$ cat config.mk
export PLATFORM = sky130hd
export DESIGN_NAME = seg_scan_controller
export DESIGN_NICKNAME = d
export VERILOG_FILES = /design/src/rtl/seg_scan_controller.sv
export SDC_FILE = /design/constraint.sdc
export NUM_CORES = 1
export LEC_CHECK = 0
export ABC_AREA = 1
export CORE_MARGIN = 2
export CORE_UTILIZATION = 50
export CTS_BUF_LIST = sky130_fd_sc_hd__clkbuf_4 sky130_fd_sc_hd__clkbuf_8
export DETAILED_ROUTE_END_ITERATION = 12
export MAX_ROUTING_LAYER = met4
export PLACE_DENSITY = 0.8
export SLEW_MARGIN = 20
export SYNTH_ARGS = -nofsm -noshare
export SYNTH_HDL_FRONTEND = slang
export SYNTH_SLANG_ARGS = --single-unit
$ cat constraint.sdc
create_clock -name clk -period 2.1 [get_ports clk]
set_input_delay 0.315 -clock clk [delete_from_list [all_inputs] [get_ports clk]]
set_output_delay 0.315 -clock clk [all_outputs]
set_load 0.1 [all_outputs]
$ cat src/rtl/seg_scan_controller.sv
// rtl/seg_scan_controller.sv - memory-mapped 4-digit 7-segment refresh scheduler
// Defining SEG_IRQ_EN adds the sticky frame flag, CTRL.IRQ_EN and the irq output.
module seg_scan_controller #(
  parameter logic [31:0] BASE_ADDR = 32'h0000_4000,
  parameter int unsigned SCAN_DIV  = 50000
) (
  input  logic        clk,
  input  logic        reset,
  input  logic        MemRead,
  input  logic        MemWrite,
  input  logic [31:0] Address,
  input  logic [31:0] WriteData,
  output logic [31:0] ReadData,
  output logic [3:0]  an,
  output logic [6:0]  seg,
  output logic        irq
);
  localparam int DIV_W = $clog2(SCAN_DIV);
  localparam logic [DIV_W-1:0] DIV_LAST = DIV_W'(SCAN_DIV - 1);

  typedef enum logic {MANUAL = 1'b0, SCAN = 1'b1} state_t;

  state_t           state_q, state_d;
  logic [11:0]      raw_q, raw_d;
  logic [15:0]      value_q, value_d;
  logic [3:0]       blank_q, blank_d;
  logic [DIV_W-1:0] div_cnt_q, div_d;
  logic [1:0]       idx_q, idx_d;
  logic [7:0]       frame_q, frame_d;
  logic [3:0]       an_q, an_d;
  logic [6:0]       seg_q, seg_d;
  logic [3:0]       digit;

  logic       sel, wr_raw, wr_value, wr_ctrl, tc, wrap;
  logic [1:0] off;
  logic       unused_bits;

  assign sel      = (Address[31:4] == BASE_ADDR[31:4]);
  assign off      = Address[3:2];
  assign wr_raw   = MemWrite && sel && (off == 2'd0);
  assign wr_value = MemWrite && sel && (off == 2'd1);
  assign wr_ctrl  = MemWrite && sel && (off == 2'd2);
  // A CTRL write restarts the scan, so it overrides a coincident terminal count.
  assign tc       = (state_q == SCAN) && !wr_ctrl && (div_cnt_q == DIV_LAST);
  assign wrap     = tc && (idx_q == 2'd3);
  assign unused_bits = ^{Address[1:0], WriteData[31:16]};

  function automatic logic [6:0] seg_decode(input logic [3:0] d);
    case (d)
      4'h0: seg_decode = 7'h3f;  4'h1: seg_decode = 7'h06;
      4'h2: seg_decode = 7'h5b;  4'h3: seg_decode = 7'h4f;
      4'h4: seg_decode = 7'h66;  4'h5: seg_decode = 7'h6d;
      4'h6: seg_decode = 7'h7d;  4'h7: seg_decode = 7'h07;
      4'h8: seg_decode = 7'h7f;  4'h9: seg_decode = 7'h6f;
      4'ha: seg_decode = 7'h77;  4'hb: seg_decode = 7'h7c;
      4'hc: seg_decode = 7'h58;  4'hd: seg_decode = 7'h5e;
      4'he: seg_decode = 7'h79;  default: seg_decode = 7'h71;
    endcase
  endfunction

`ifdef SEG_IRQ_EN
  logic irq_en_q, flag_q, irq_q, wr_status;
  assign wr_status = MemWrite && sel && (off == 2'd3);

  always_ff @(posedge clk or negedge reset) begin
    if (!reset) begin
      irq_en_q <= 1'b0;
      flag_q   <= 1'b0;
      irq_q    <= 1'b0;
    end else begin
      if (wr_ctrl) irq_en_q <= WriteData[1];
      if (wrap) flag_q <= 1'b1;
      else if (wr_status && WriteData[8]) flag_q <= 1'b0;
      irq_q <= flag_q & irq_en_q;
    end
  end
  assign irq = irq_q;
`else
  assign irq = 1'b0;
`endif

  always_ff @(posedge clk or negedge reset) begin
    if (!reset) begin
      state_q   <= MANUAL;
      raw_q     <= '0;
      value_q   <= '0;
      blank_q   <= '0;
      div_cnt_q <= '0;
      idx_q     <= '0;
      frame_q   <= '0;
      an_q      <= '0;
      seg_q     <= '0;
    end else begin
      state_q   <= state_d;
      raw_q     <= raw_d;
      value_q   <= value_d;
      blank_q   <= blank_d;
      div_cnt_q <= div_d;
      idx_q     <= idx_d;
      frame_q   <= frame_d;
      an_q      <= an_d;
      seg_q     <= seg_d;
    end
  end

  always_comb begin
    state_d = state_q;
    raw_d   = raw_q;
    value_d = value_q;
    blank_d = blank_q;
    div_d   = div_cnt_q;
    idx_d   = idx_q;
    frame_d = frame_q;
    if (wr_raw)   raw_d   = WriteData[11:0];
    if (wr_value) value_d = WriteData[15:0];
    if (wr_ctrl) begin
      state_d = WriteData[0] ? SCAN : MANUAL;
      blank_d = WriteData[7:4];
    end
    case (state_q)
      SCAN: begin
        if (wr_ctrl) begin
          div_d = '0;
          idx_d = '0;
        end else if (tc) begin
          div_d = '0;
          idx_d = idx_q + 2'd1;
          if (wrap) frame_d = frame_q + 8'd1;
        end else begin
          div_d = div_cnt_q + 1'b1;
        end
      end
      default: begin
        div_d = '0;
        idx_d = '0;
      end
    endcase
  end

  // Outputs are a registered view of the committed state, one cycle behind writes.
  always_comb begin
    digit = 4'(value_q >> {idx_q, 2'b00});
    an_d  = raw_q[11:8];
    seg_d = raw_q[6:0];
    if (state_q == SCAN) begin
      an_d  = (4'b0001 << idx_q) & ~blank_q;
      seg_d = blank_q[idx_q] ? 7'h00 : seg_decode(digit);
    end
  end

  assign an  = an_q;
  assign seg = seg_q;

  always_comb begin
    ReadData = '0;
    if (MemRead && sel) begin
      case (off)
        2'd0: ReadData[11:0] = raw_q;
        2'd1: ReadData[15:0] = value_q;
        2'd2: begin
          ReadData[0]   = (state_q == SCAN);
          ReadData[7:4] = blank_q;
`ifdef SEG_IRQ_EN
          ReadData[1]   = irq_en_q;
`endif
        end
        default: begin
          ReadData[1:0]   = idx_q;
          ReadData[23:16] = frame_q;
`ifdef SEG_IRQ_EN
          ReadData[8]     = flag_q;
`endif
        end
      endcase
    end
  end
endmodule

==> results by group <==
Die
  – Die area: 8820 µm²
  – Placeable Area: 7770 µm²
  – Die height: 93.9 µm
  – Ports: 112
  – Initial Util: 0.520
  – DIE WIDTH: 93.9 µm
  – Core Rows: 32

Routing
  – WL met3: 659 µm
  – 1st-pass router iterations: 5
  – Residual DRC: 0
  – DR vias/cell: 5.32
  – Met2 wire len: 5.56 mm
  – Iter 0 DRT Violations: 318
  – Via Count: 3,960
  – DR top layer: met4
  – Detailed-route wire length per cell: 14.9 µm
  – WL final: 11.1 mm
  – Metal-1 WL: 4.64 mm
  – Antenna Nets Post-Route: 0

CTS
  – H-tree depth: 3
  – Worst-path clk slew: 80 ps
  – Root buffer cell: clkbuf_8
  – TritonCTS buffer count: 9
  – CTS sink cnt: 70
  – Worst skew pair latency: 350 ps
  – CTS tree: built
  – Clk buf depth: 2

Synth
  – Synthesized area per cell: 7.79 µm²
  – Most common cell in the synthesized netlist: nand2_1
  – Synth Flop Type: dfrtp_1
  – Cell Area, Synth: 4040 µm²
  – Sequential fraction of the synthesis area: 0.433
  – Commonest cells post-synth: nand2_1, dfrtp_1, inv_1
  – Ys async rst share: 1.00
  – Ys Warns: 0
  – Number of synthesized flops with an enable pin: 0
  – Synth area leader: dfrtp_1
  – Synth unique cells: 39
  – Ranking of synthesized cells by area: dfrtp_1, nand2_1, inv_1, o21ai_0, nor2_1
  – Synth Register Bits: 70
  – Top cell type's share of synthesized area: 0.433
  – Syn Inst Count: 519

Run
  – Max-cap viol count: 0

Placed design
  – Worst slack, placed: -214 ps
  – Gpl congestion: 0.948
  – IO buf count: 84
  – Post-DP HPWL: 7.99 mm

Layout
  – Fraction of layout cells with a size suffix above 1: 0.282
  – # nets final: 716
  – Area occupied by multi-input gates: 2270 µm²
  – Area Growth Syn to Fin: 44.5%
  – ANT cells: 0
  – FF/Latch Area: 1750 µm²
  – Filler Cells Inserted: 544

Run status
  – Status: finished, final reports clean

GRT
  – GRT Total Usage: 0.274
  – Vias in the first global route: 3,878
  – First-pass GRT wire length: 18.2 mm
  – Global route total overflow: 0
  – Largest net degree at the start of global routing: 42
  – Initial antenna violation count: 0

Power
  – Peak VDD IR: 0.280 mV
  – Leakage power: 2.81 nW
  – PwrDens: 466 nW/µm²
  – Pwr Total: 2.72 mW

Critical path
  – Critical Path RT: 1780 ps
  – Critical Path Fanout Max: 7
  – CP Capture Type: output pin
  – Setup CP Type: in2out
  – CP Launch Type: primary input
  – CP arrival: 1700 ps
  – Flop2flop setup slack: 180 ps

STA
  – Fmax: 496 MHz
  – Worst slew pin tran: 540 ps
  – Worst slew margin: 0.640
  – Final min period: 2020 ps
  – Fin crit share: 0.960
  – Skew final: 8.56 ps
  – Final worst setup slack: 83.7 ps
  – # setup viols final: 0
  – Hold Vio Cnt, Final: 0
  – Pins over their slew limit: 0

Min path
  – Min-Delay Path Class: reg2reg
[cells in the final DEF (no fill, tap or decap), types with 2 or more instances in the layout]
cell type	n
clkinvlp_4	2
buf_4	44
nand3_4	2
nand3_2	3
o21ai_1	7
buf_2	3
nor3_1	3
nor2_2	13
clkdlybuf4s15_1	5
clkbuf_8	10
o211ai_1	2
clkbuf_2	21
nand4_1	4
inv_2	3
nor2_1	30
o21ai_0	38
buf_6	2
nand3_1	24
nand2_2	3
buf_12	27
ha_1	11
a21oi_4	7
nand2_1	159
a31oi_4	4
a21oi_1	7
conb_1	9
xor2_1	15
nor2_4	11
dlygate4sd2_1	2
nand2_4	3
clkdlybuf4s50_1	18
dfrtp_1	69
inv_1	51
clkinv_2	2
nor3_4	11
[cells by family (layout without fill, tap and decap cells)]
| group | count (synthesis) | count (layout) | synth area share |
|---|---|---|---|
| AND/OR/NAND/NOR | 270 | 270 | 0.305 |
| buffers and inverters | 80 | 195 | 0.0966 |
| AO/OA/AOI/OAI | 71 | 71 | 0.0950 |
| flip-flops | 70 | 70 | 0.433 |
| XOR/XNOR | 16 | 16 | 0.0347 |
| adder cells (fa/ha/maj) | 11 | 11 | 0.0340 |
| other | 1 | 9 | 0.000928 |
[worst max-delay path: stages]
cell,delay (ps)
buf_2,120
nor2_4,90
nand2_1,50
nor2_1,100
nand2_1,100
nor2_4,150
nand2_4,80
buf_12,150
buf_6,110
nor3_4,230
buf_12,200
[cell type report]
cell class              count  area share
multi-input cells         377       0.388
flip-flops and latches     70       0.300
repair buffers            124       0.220
inverters                  55      0.0356
clock buffers              11      0.0248
well taps                 102      0.0218
clock inverters             5      0.0101
[metal layers]
layer | vias up | GRT usage
li1 | 1869 | -
met1 | 1889 | 0.346
met2 | 178 | 0.453
met3 | 24 | 0.0385
met4 | 0 | 0.0966
met5 | - | -
[path summary, 6_finish.rpt]
kind	start	to	cells after the start
worst max-delay path	Address[17]	ReadData[19]	11
worst min-delay path	div_cnt_q[0]	div_cnt_q[0]	1
min in group asynchronous	reset	raw_q[10]	3
worst max register to register	idx_q[1]	seg[0]	10
worst min register to register	div_cnt_q[0]	div_cnt_q[0]	1
max in group asynchronous	reset	idx_q[0]	3
[metrics by stage]
step	area, µm²	cells	hold WS, ps	util	setup TNS [ps]
after detailed placement	5620	717	360	0.723	-3900
final	5840	744	466	0.752	0
after global routing	5840	744	493	0.752	-6.92
after floorplan	4390	527	19.4	-	-1150
after global placement	5620	717	355	0.723	-2780
after CTS	5900	741	463	0.760	0
[registers in the layout (all words and copies together), names as in the netlist]
signal	cells
raw_q	12
value_q	16
state_q	1
seg	7
frame_q	8
blank_q	4
an	4
div_cnt_q	16
idx_q	2
[repair_timing]
| action | in CTS | in global routing |
|---|---|---|
| endpoints found under the hold margin | 29 | 0 |
| setup endpoints to repair | 24 | 8 |
| gates resized for setup | 57 | 39 |
| pin swaps | 26 | 24 |
| hold buffers | 1 | 0 |
| buffers inserted | 6 | 3 |
| gates cloned | 1 | 0 |
[power breakdown]
group	internal (mW)	total [mW]	switching, mW
combinational	0.0826	0.251	0.169
sequential	1.35	1.35	0.0000000247
clock	0.594	1.13	0.533
total	2.02	2.72	0.701
Note: power is estimated with default switching activity, not from simulation.
